`config.mk`:
```
export PLATFORM = sky130hd
export DESIGN_NAME = apb_timer_periph
export DESIGN_NICKNAME = d
export VERILOG_FILES = /design/src/rtl/apb_timer_pkg.sv /design/src/rtl/apb_timer_periph_core.sv /design/src/rtl/apb_timer_periph.sv
export SDC_FILE = /design/constraint.sdc
export NUM_CORES = 1
export LEC_CHECK = 0
export CAP_MARGIN = 10
export CORE_MARGIN = 1.5
export CORE_UTILIZATION = 35
export DETAILED_ROUTE_END_ITERATION = 16
export PLACE_DENSITY = 0.51
export SLEW_MARGIN = 20
export SYNTH_ARGS = -nofsm -noshare
export SYNTH_HDL_FRONTEND = slang
export SYNTH_HIERARCHICAL = 1
export SYNTH_SLANG_ARGS = --single-unit
export TNS_END_PERCENT = 50
```
`constraint.sdc`:
```
create_clock -name PCLK -period 4.6 [get_ports PCLK]
set_input_delay 0.92 -clock PCLK [delete_from_list [all_inputs] [get_ports PCLK]]
set_output_delay 0.92 -clock PCLK [all_outputs]
set_load 0.1 [all_outputs]
```
`src/rtl/apb_timer_pkg.sv`:
```
`default_nettype none
// ==================================================================
// apb_timer_pkg : register map, TCR fields and reset constants
// Rev 1.0
// ==================================================================
package apb_timer_pkg;

    localparam logic [2:0] REG_TCR  = 3'd0;
    localparam logic [2:0] REG_PSC  = 3'd1;
    localparam logic [2:0] REG_ARR  = 3'd2;
    localparam logic [2:0] REG_TCNT = 3'd3;
    localparam logic [2:0] REG_TSR  = 3'd4;

    localparam int TCR_EN  = 0;
    localparam int TCR_CLR = 1;
    localparam int TCR_OPM = 2;
    localparam int TCR_IE  = 3;

    localparam logic [31:0] RESET_VAL = 32'h0000_0000;

    // APB responder states; bit 1 doubles as the registered PREADY
    localparam logic [1:0] ST_IDLE = 2'b00;
    localparam logic [1:0] ST_WAIT = 2'b01;
    localparam logic [1:0] ST_DONE = 2'b10;

    function automatic logic [31:0] pack_tcr(input logic en, input logic opm, input logic ie);
        logic [31:0] v;
        v           = RESET_VAL;
        v[TCR_EN]   = en;
        v[TCR_OPM]  = opm;
        v[TCR_IE]   = ie;
        return v;
    endfunction

endpackage
`default_nettype wire

```
`src/rtl/apb_timer_periph_core.sv`:
```
`default_nettype none
// ==================================================================
// timer_core : prescaler, 32-bit up-counter and reload compare
// Rev 1.0
// ==================================================================
module timer_core
    import apb_timer_pkg::*;
(
    input  logic        clk,
    input  logic        rst,
    input  logic        en,
    input  logic        clr,
    input  logic        opm,
    input  logic [15:0] psc,
    input  logic [31:0] arr,
    output logic [31:0] tcnt,
    output logic        reload,
    output logic        opm_stop
);

    logic [15:0] psc_cnt;
    logic        tick;
    logic        at_top;

    assign tick     = en & (psc_cnt == psc);
    // >= lets a lowered ARR force a reload instead of running to 2^32
    assign at_top   = (tcnt >= arr);
    assign reload   = tick & at_top & ~clr;
    assign opm_stop = reload & opm;

    always_ff @(posedge clk or posedge rst) begin
        if (rst) begin
            psc_cnt <= RESET_VAL[15:0];
            tcnt    <= RESET_VAL;
        end else if (clr) begin
            psc_cnt <= 16'd0;
            tcnt    <= 32'd0;
        end else if (en) begin
            psc_cnt <= tick ? 16'd0 : psc_cnt + 16'd1;
            if (tick) begin
                tcnt <= at_top ? 32'd0 : tcnt + 32'd1;
            end
        end
    end

endmodule
`default_nettype wire

```
`src/rtl/apb_timer_periph.sv`:
```
`default_nettype none
// ==================================================================
// apb_timer_periph : APB3 responder for a prescaled auto-reload timer
// Rev 1.0
// ==================================================================
module apb_timer_periph #(
    parameter int ADDR_W = 5
) (
    input  logic              PCLK,
    input  logic              PRESET,
    input  logic [ADDR_W-1:0] PADDR,
    input  logic              PWRITE,
    input  logic              PENABLE,
    input  logic [31:0]       PWDATA,
    input  logic              PSEL,
    output logic [31:0]       PRDATA,
    output logic              PREADY,
    output logic              irq,
    output logic              tick_out
);
    import apb_timer_pkg::*;

    logic [1:0]  state_q;
    logic [1:0]  state_d;
    logic        xfer_acc;
    logic        wr_q;
    logic [2:0]  idx_q;
    logic [31:0] wdata_q;

    logic        en;
    logic        opm;
    logic        ie;
    logic        uif;
    logic [15:0] psc;
    logic [31:0] arr;
    logic [31:0] tcnt;

    logic        commit;
    logic        wr_tcr;
    logic        wr_psc;
    logic        wr_arr;
    logic        wr_tsr;
    logic        clr;
    logic        reload;
    logic        opm_stop;
    logic [31:0] rd_mux;
    logic        unused_addr_lo;

    assign xfer_acc = PSEL & PENABLE & ~PREADY;

    always_ff @(posedge PCLK or posedge PRESET) begin
        if (PRESET) begin
            state_q <= ST_IDLE;
        end else begin
            state_q <= state_d;
        end
    end

    always_comb begin
        state_d = ST_IDLE;
        if (xfer_acc) begin
            state_d = ST_DONE;
        end else if (PSEL & ~PENABLE) begin
            state_d = ST_WAIT;
        end
    end

    always_comb begin
        PREADY = state_q[1];
    end

    // Transfer attributes are latched so the commit does not depend on the
    // master holding the bus through the PREADY cycle.
    always_ff @(posedge PCLK or posedge PRESET) begin
        if (PRESET) begin
            wr_q    <= 1'b0;
            idx_q   <= 3'd0;
            wdata_q <= RESET_VAL;
            PRDATA  <= RESET_VAL;
        end else if (xfer_acc) begin
            wr_q    <= PWRITE;
            idx_q   <= PADDR[4:2];
            wdata_q <= PWDATA;
            if (!PWRITE) begin
                PRDATA <= rd_mux;
            end
        end
    end

    assign commit = PREADY & wr_q;
    assign wr_tcr = commit & (idx_q == REG_TCR);
    assign wr_psc = commit & (idx_q == REG_PSC);
    assign wr_arr = commit & (idx_q == REG_ARR);
    assign wr_tsr = commit & (idx_q == REG_TSR);
    assign clr    = wr_tcr & wdata_q[TCR_CLR];

    always_ff @(posedge PCLK or posedge PRESET) begin
        if (PRESET) begin
            en  <= 1'b0;
            opm <= 1'b0;
            ie  <= 1'b0;
            uif <= 1'b0;
            psc <= RESET_VAL[15:0];
            arr <= RESET_VAL;
        end else begin
            if (wr_tcr) begin
                en  <= wdata_q[TCR_EN];
                opm <= wdata_q[TCR_OPM];
                ie  <= wdata_q[TCR_IE];
            end else if (opm_stop) begin
                en  <= 1'b0;
            end
            if (wr_psc) begin
                psc <= wdata_q[15:0];
            end
            if (wr_arr) begin
                arr <= wdata_q;
            end
            // a hardware set in the same cycle beats the software clear
            if (reload) begin
                uif <= 1'b1;
            end else if (wr_tsr & wdata_q[0]) begin
                uif <= 1'b0;
            end
        end
    end

    timer_core u_core (
        .clk      (PCLK),
        .rst      (PRESET),
        .en       (en),
        .clr      (clr),
        .opm      (opm),
        .psc      (psc),
        .arr      (arr),
        .tcnt     (tcnt),
        .reload   (reload),
        .opm_stop (opm_stop)
    );

    always_comb begin
        rd_mux = RESET_VAL;
        case (PADDR[4:2])
            REG_TCR:  rd_mux = pack_tcr(en, opm, ie);
            REG_PSC:  rd_mux = {16'd0, psc};
            REG_ARR:  rd_mux = arr;
            REG_TCNT: rd_mux = tcnt;
            REG_TSR:  rd_mux = {31'd0, uif};
            default:  rd_mux = RESET_VAL;
        endcase
    end

    assign irq      = uif & ie;
    assign tick_out = reload;

    assign unused_addr_lo = ^PADDR[1:0];

    generate
        if (ADDR_W > 5) begin : g_addr_hi
            logic unused_addr_hi;
            assign unused_addr_hi = ^PADDR[ADDR_W-1:5];
        end
    endgenerate

endmodule
`default_nettype wire

```
==> results of run 1 <==
## power by group
| group | internal (mW) | switching [mW] | leakage, nW |
|---|---|---|---|
| Sequential | 1.82 | 0.336 | 2.20 |
| Combinational | 0.628 | 0.784 | 2.05 |
| Clock | 0.720 | 0.689 | 0.268 |
| Total | 3.17 | 1.81 | 4.52 |
## registers in the layout, indices dropped and copies added, names as in the netlist
register and count:
en 1, state_q 1, u_core/tcnt 32, wdata_q 32, arr 32, uif 1
ie 1, idx_q 3, PRDATA 32, u_core/psc_cnt 16, opm 1, wr_q 1
psc 16
## cells in the mapped netlist, types with 10 or more instances
master / number
o21ai_0: 23
dfrtp_1: 169
nand4_1: 31
or3_1: 13
nand3_1: 27
nor3_1: 10
or4_1: 10
inv_1: 41
o31ai_1: 23
nor2_1: 32
nand2_1: 79
mux2i_1: 19
buf_2: 11
clkbuf_1: 26
xnor2_1: 19
a22oi_1: 13
ha_1: 34
mux2_2: 95
a21oi_1: 19
a211oi_1: 14
xor2_1: 12
## logic make-up (layout without fill, tap and decap cells)
group,after synthesis,after routing
compound gates,129,129
flops,169,169
simple gates,265,265
xor+xnor,32,32
mux,120,120
buf+inv,90,175
fa+ha+maj,34,34
## critical path: stages, from the launching register on
cell and delay (ns):
dfrtp_1 0.44, ha_1 0.36, nand4_1 0.16, nor4_1 0.55, nand2_1 0.17, a31o_2 0.28
a21oi_4 0.12, nor2b_1 0.40, buf_12 0.23
## routing by layer
layer  vias to the layer above  track usage  wire length, um
met2                       114        0.292            10700
met1                      3362        0.258            11500
met4                         0       0.0517              269
li1                       3202            -                -
met3                        22       0.0331              697
met5                         -            0                0
## metrics by stage
stage	hold slack [ns]	power, mW
after floorplan	0.460	3.20
after global placement	0.461	3.59
after detailed placement	0.465	3.61
after CTS	0.482	5.03
after global routing	0.505	5.28
final	0.475	4.98
## cell type report
class                   instances  area, sq um  area share
multi-input cells             580         4440       0.413
flip-flops and latches        169         4230       0.393
repair buffers                101          948      0.0882
clock buffers                  19          433      0.0403
well taps                     330          413      0.0384
inverters                      42          160      0.0149
clock inverters                13          135      0.0126
## final timing paths
kind | from | end | cells past startpoint
min in group asynchronous | PRESET | u_core/tcnt[5] | 2
min reg2reg | PRDATA[26] | PRDATA[26] | 2
max reg2reg | u_core/tcnt[27] | en | 10
max | u_core/tcnt[27] | tick_out | 8
max in group asynchronous | PRESET | wdata_q[2] | 3
min | PRDATA[26] | PRDATA[26] | 2
## placed cells by master, fill, tap and decap left out, types with 3 or more instances in the layout
cell / n
a211oi_1: 14
a21oi_1: 19
a22oi_1: 13
a31oi_1: 8
and2_1: 5
and3_1: 5
and4_1: 5
buf_4: 27
clkbuf_16: 17
clkdlybuf4s50_1: 72
clkinvlp_4: 3
dfrtp_1: 169
ha_1: 34
inv_1: 39
inv_8: 4
mux2_1: 4
mux2_2: 95
mux2i_1: 19
nand2_1: 79
nand2b_1: 8
nand3_1: 27
nand4_1: 31
nand4b_1: 6
nor2_1: 31
nor2b_1: 9
nor3_1: 10
nor4_1: 9
o2111ai_1: 4
o211ai_1: 7
o21a_1: 3
o21ai_0: 23
o31ai_1: 23
or3_1: 13
or4_1: 10
xnor2_1: 19
xor2_1: 12
==> results.yml, run 1 <==
status:
  outcome: "complete, no violations"
cts:
  cts.clk_slew.worst_paths_ns: 0.07
  holdBufCountCts: 0
  cts_root_buffer: "clkbuf_16"
  cts_repair_resize_count: 0
  htree_levels: 4
  worstSkewPairLatency_ns: 0.44
  cts_tree: "built"
  cts.sinks: 169
  cts_max_path_buffers: 2
  cts_made_buffers: 17
  cts_setup_buffers: 0
finish:
  postLayoutCoreUtil: 0.425
  drive_gt1_frac: 0.189
  design_area_sq_mm: 0.0108
  diodes: 0
  n_fill_cell: 2440
  stdcell_count: 1254
  num-nets-final: 987
  syn2layout_area_growth_pct: 18.6
synth:
  synth_area_sq_mm: 0.00907
  syn-num-nets: 915
  yosysTopAreaCell: "dfrtp_1"
  synth-adder-area-share: 0.0469
  synth_flop_cell: "dfrtp_1"
  ys_warn_count: 6
  synth.avg_cell_area_sq_um: 10.8
  synth-xor-area-share: 0.0317
  synth_top_area_frac: 0.466
  synth_edf_count: 0
  post_synth_mux_area_share: 0.149
  netlist_top_cells_area: "dfrtp_1, mux2_2, ha_1, nand2_1, nand4_1"
  synth-seq-cells: 169
  postSynthCellCount: 839
  ys_seq_area_frac: 0.466
  ys_types: 64
  synth_top_family_by_area: "simple AND/OR/NAND/NOR gates"
  synthArstFlopShare: 1.00
  yosys.area_share.simple: 0.162
  synth_compound_area_frac: 0.0980
placement:
  gp_congestion: 0.804
  dp_hpwl_mm: 16.6
  dpl-instance-area_sq_mm: 0.0102
  dp_cells: 1222
  place_ws_ns: 0.949
  port_buffers: 74
detailed_routing:
  postRouteAntennaNets: 0
  vias_per_cell: 5.34
  wl_mm: 23.1
  vias: 6700
  drt_iter0_markers: 378
  post_drt_wl_per_cell_um: 18.4
  drc_errors: 0
  drtPass1Iterations: 5
die:
  die_w_um: 164
  start_util: 0.358
  pin_count: 77
  die_y_um: 164
  rows: 58
  die_area_sq_mm: 0.0269
  coreArea_sq_mm: 0.0253
global_route:
  grt_max_degree: 61
  grt_pass1_wl_mm: 38.0
  overflow: 0
  gr-usage-all-layers: 0.184
  grt_pass1_vias: 6759
  antenna_found_initial: 0
timing:
  rsz0062_at_grt: "no"
  skew_ns: 0.0211
  report.final.setup_viol: 0
  min_period_over_period: 0.884
  tns_ns: 0
  drv_slew: 0
  slew_headroom: 0.329
  max_freq_mhz: 246
  tightest_slew_ns: 1.00
  layout_setup_ws_ns: 0.533
  hold_violations: 0
  min_period_ns: 4.07
run:
  drv_cap: 0
worst_setup_path:
  critical_path_arrival_ns: 3.15
  cp_max_fo: 6
  critPathRequiredTime_ns: 3.68
  worstSetupPathType: "reg2out"
  end_kind: "output port"
  rrSetupSlack_ns: 1.72
  start_kind: "flop"
power_and_ir_drop:
  p_leak_nw: 4.52
  power.density_mw_per_mm2: 463
  ir_worst_vdd_mv: 0.203
min_path:
  hold_class: "reg2reg"
Power figures use the tool's default switching activity.
==> run 2, diff against run 1 <==
CORE_ASPECT_RATIO = 1.1   (was unset)
==> results.yml, run 2 (synthesis results as in run 1) <==
cts:
  cts_setup_buffers: 0
  cts_max_path_buffers: 2
  cts_root_buffer: "clkbuf_16"
  cts_repair_resize_count: 0
  cts.sinks: 169
  cts_tree: "built"
  worstSkewPairLatency_ns: 0.44
  cts_made_buffers: 17
  htree_levels: 4
  cts.clk_slew.worst_paths_ns: 0.08
  holdBufCountCts: 0
detailed_routing:
  vias_per_cell: 5.27
  drc_errors: 0
  highest_layer: "met4"
  vias: 6677
  dr_wl_met3_um: 870
  dr_wl_met2_mm: 11.7
  drtPass1Iterations: 5
  wl_met1_mm: 10.9
  wl_mm: 24.0
  drt_iter0_markers: 299
  post_drt_wl_per_cell_um: 19.0
  postRouteAntennaNets: 0
power_and_ir_drop:
  ir_worst_vdd_mv: 0.212
  power.total_mw: 5.01
  power.density_mw_per_mm2: 466
  p_leak_nw: 4.52
min_path:
  hold_start: "PRDATA[18]"
  hold_class: "reg2reg"
timing:
  tightest_slew_ns: 0.991
  min_period_over_period: 0.868
  layout_setup_ws_ns: 0.609
  hold_violations: 0
  min_period_ns: 3.99
  report.final.setup_viol: 0
  tns_ns: 0
  skew_ns: 0.0122
  slew_headroom: 0.337
  rsz0062_at_grt: "no"
  max_freq_mhz: 251
  drv_slew: 0
worst_setup_path:
  start_kind: "flop"
  end_kind: "output port"
  critical-path-max-stage-delay_ns: 0.57
  crit_slowest_cell: "or4b_4"
  critPathRequiredTime_ns: 3.68
  crit_start: "psc[15]"
  r2r_start: "idx_q[0]"
  critical_path_arrival_ns: 3.07
  cp_cell_sequence: "xor2_1 > or4b_4 > nor4_4 > nand3_4 > a21oi_4 > nor2b_1 > buf_12"
  worstSetupPathType: "reg2out"
  cp_max_fo: 19
placement:
  gp_congestion: 0.810
  place_ws_ns: 1.05
  dp_cells: 1235
  dp_hpwl_mm: 17.2
  port_buffers: 74
global_route:
  grt_pass1_wl_mm: 39.2
  antenna_found_initial: 0
  grt_pass1_vias: 6805
  gr-usage-all-layers: 0.193
  grt_max_degree: 53
  overflow: 0
die:
  pin_count: 77
  die_w_um: 156
  rows: 61
  die_y_um: 172
  coreArea_sq_mm: 0.0253
  start_util: 0.358
  die_area_sq_mm: 0.0269
run:
  drv_cap: 0
finish:
  num-nets-final: 984
  diodes: 0
  multiInputGateArea_sq_mm: 0.00443
  seqCellArea_sq_mm: 0.00423
  drive_gt1_frac: 0.189
  stdcell_count: 1267
  final_common_cell: "dfrtp_1"
  postLayoutCoreUtil: 0.424
  n_fill_cell: 2509
  syn2layout_area_growth_pct: 18.4
  final_cell_mix: "dfrtp_1, mux2_2, nand2_1"
status:
  outcome: "complete, no violations"
==> run 2: changes by cell type in the layout (fill, tap and decap cells not counted), sizes merged <==
cell and change:
inv +4, buf -3, clkbuf -2, clkinvlp -2
==> run 2: layer usage <==
layer	track usage	vias up
met5	0	-
met4	0.0646	0
met3	0.0380	31
met2	0.325	133
met1	0.247	3309
li1	-	3204
==> run 2: worst paths after layout <==
check,depth (start not counted),end,slack (ns)
setup / recovery,7,tick_out,0.61
hold / removal,2,PRDATA[18],0.48
setup reg to reg,5,u_core/tcnt[24],1.60
hold reg to reg,2,PRDATA[18],0.48
max in group asynchronous,3,psc[9],2.68
min in group asynchronous,2,PRDATA[30],1.02
==> run 2: metrics by stage <==
stage	cell area, sq um	hold slack, ns
6_report	10700	0.478
5_1_grt	10700	0.509
4_1_cts	10700	0.483
3_5_place_dp	10200	0.466
3_3_place_gp	10200	0.463
2_1_floorplan	9070	0.460
==> run 2: area by class of cell <==
type,instances,area share
Multi-Input combinational cell,580,0.413
Clock inverter,15,0.0122
Clock buffer,17,0.0396
Sequential cell,169,0.394
Tap cell,346,0.0403
Timing Repair Buffer,98,0.0862
Inverter,42,0.0149
==> run 2: worst max-delay path, delay by kind of cell, from the launching register on <==
family                    cells  cell delay (ns)
AOI/OAI and AO/OA             1             0.20
buffers and inverters         1             0.24
xor gates and xnor gates      1             0.19
and+or+nand+nor               4             1.53
DFF                           1             0.47
==> run 2: power breakdown <==
part           internal (mW)  total [mW]  leakage (nW)  switching, mW
Clock                  0.716        1.41         0.278          0.693
Combinational          0.629        1.41          2.04          0.784
Sequential              1.82        2.19          2.20          0.363
==> run 3, diff against run 2 <==
CTS_CLUSTER_SIZE = 25   (was unset)
RECOVER_POWER = 25   (was unset)
==> results.yml, run 3 (synthesis results as in run 1) <==
worst_setup_path:
  reg2reg_to: "u_core/tcnt[24]"
  critical_path_arrival_ns: 3.08
  r2r_start: "idx_q[0]"
  end_kind: "output port"
  crit_start: "u_core/tcnt[30]"
  rrSetupSlack_ns: 1.51
  r2r_cells: 5
  crit_end: "tick_out"
  critPathRequiredTime_ns: 3.68
  worstSetupPathType: "reg2out"
  cp_max_fo: 6
  start_kind: "flop"
timing:
  slew_headroom: -0.632
  tightest_slew_ns: 2.44
  min_period_over_period: 0.869
  rsz0062_at_grt: "no"
  tns_ns: 0
  skew_ns: 0.0117
  report.final.setup_viol: 0
  max_freq_mhz: 250
  hold_violations: 0
  drv_slew: 53
  min_period_ns: 4.00
detailed_routing:
  post_drt_wl_per_cell_um: 18.9
  drc_errors: 0
  postRouteAntennaNets: 0
  vias_per_cell: 5.28
  drt_iter0_markers: 308
  vias: 6684
  wl_mm: 24.0
  drtPass1Iterations: 5
finish:
  postLayoutCoreUtil: 0.422
  final_common_cell: "dfrtp_1"
  syn2layout_area_growth_pct: 17.9
  final_cell_mix: "dfrtp_1, mux2_2, nand2_1"
  seqCellArea_sq_mm: 0.00423
  diodes: 0
  n_fill_cell: 2520
  num-nets-final: 984
  multiInputGateArea_sq_mm: 0.00440
  drive_gt1_frac: 0.181
status:
  violations: "max-capacitance violations, max-slew violations"
  outcome: "finished, violations left"
placement:
  dp_hpwl_mm: 17.2
  port_buffers: 74
  gp_congestion: 0.810
cts:
  holdBufCountCts: 0
  cts_setup_buffers: 0
  cts_root_buffer: "clkbuf_16"
  cts.sinks: 169
  worstSkewPairLatency_ns: 0.44
  htree_levels: 4
  cts_tree: "built"
  cts_made_buffers: 17
  cts.clk_slew.worst_paths_ns: 0.08
  cts_repair_resize_count: 0
  cts_max_path_buffers: 2
global_route:
  gr-usage-all-layers: 0.193
  antenna_found_initial: 0
  grt_max_degree: 53
  grt_pass1_vias: 6805
  grt_pass1_wl_mm: 39.2
  overflow: 0
die:
  die_w_um: 156
  die_y_um: 172
  rows: 61
  die_area_sq_mm: 0.0269
  coreArea_sq_mm: 0.0253
  pin_count: 77
  start_util: 0.358
power_and_ir_drop:
  p_leak_nw: 4.48
  ir_worst_vdd_mv: 0.212
  power.density_mw_per_mm2: 468
min_path:
  hold_class: "reg2reg"
run:
  drv_cap: 1
[run 3: cell count changes in the layout (fill, tap and decap cells not counted), sizes merged]
cell	delta
dlygate4sd3	+1
inv	-1
clkbuf	+3
buf	-3
clkinvlp	+1
clkdlybuf4s50	-1
[run 3: how the worst min path moves through the flow]
stage / startpoint / end / slack [ns] / cells past startpoint
2_1_floorplan: wdata_q[20] / arr[20] / 0.46 / 1
3_3_place_gp: PRDATA[18] / PRDATA[18] / 0.46 / 2
3_5_place_dp: PRDATA[18] / PRDATA[18] / 0.47 / 2
4_1_cts: PRDATA[18] / PRDATA[18] / 0.48 / 2
5_1_grt: PRDATA[29] / PRDATA[29] / 0.51 / 2
6_report: PRDATA[18] / PRDATA[18] / 0.48 / 2
[run 3: cell type report]
class                           count  area share
Multi-Input combinational cell    580       0.411
Sequential cell                   169       0.396
Timing Repair Buffer               98      0.0856
Tap cell                          346      0.0405
Clock buffer                       17      0.0398
Inverter                           42      0.0149
Clock inverter                     15      0.0123
[run 3: worst max-delay path, cell delays in order (launching register included)]
cell     delay, ns
dfrtp_1       0.45
ha_1          0.34
nand4_1       0.19
nor4_1        0.40
nand2_1       0.19
a31o_2        0.29
a21oi_4       0.12
nor2b_1       0.41
buf_12        0.24
[run 3: report_power, final]
| part | total [mW] | switching [mW] | internal [mW] | leakage, nW |
|---|---|---|---|---|
| Clock | 1.41 | 0.691 | 0.716 | 0.278 |
| Sequential | 2.18 | 0.360 | 1.82 | 2.20 |
| Combinational | 1.41 | 0.783 | 0.626 | 2.01 |
| Total | 5.00 | 1.83 | 3.16 | 4.48 |
[run 3: metrics by stage]
| step | worst slack [ns] | instances | hold slack, ns | area [sq um] | power, mW |
|---|---|---|---|---|---|
| 4_1_cts | 0.556 | 1267 | 0.483 | 10700 | 5.06 |
| 3_5_place_dp | 1.05 | 1235 | 0.466 | 10200 | 3.64 |
| 6_report | 0.601 | 1267 | 0.478 | 10700 | 5.00 |
| 5_1_grt | 0.395 | 1267 | 0.509 | 10700 | 5.30 |
| 2_1_floorplan | 0.422 | 839 | 0.460 | 9070 | 3.20 |
| 3_3_place_gp | 1.05 | 1235 | 0.463 | 10200 | 3.62 |
[run 3: layer usage]
layer	global-route usage	up-vias	wire length, um
met5	0	-	0
met4	0.0646	0	544
met3	0.0380	31	841
met2	0.325	126	11700
met1	0.247	3316	10900
li1	-	3211	-
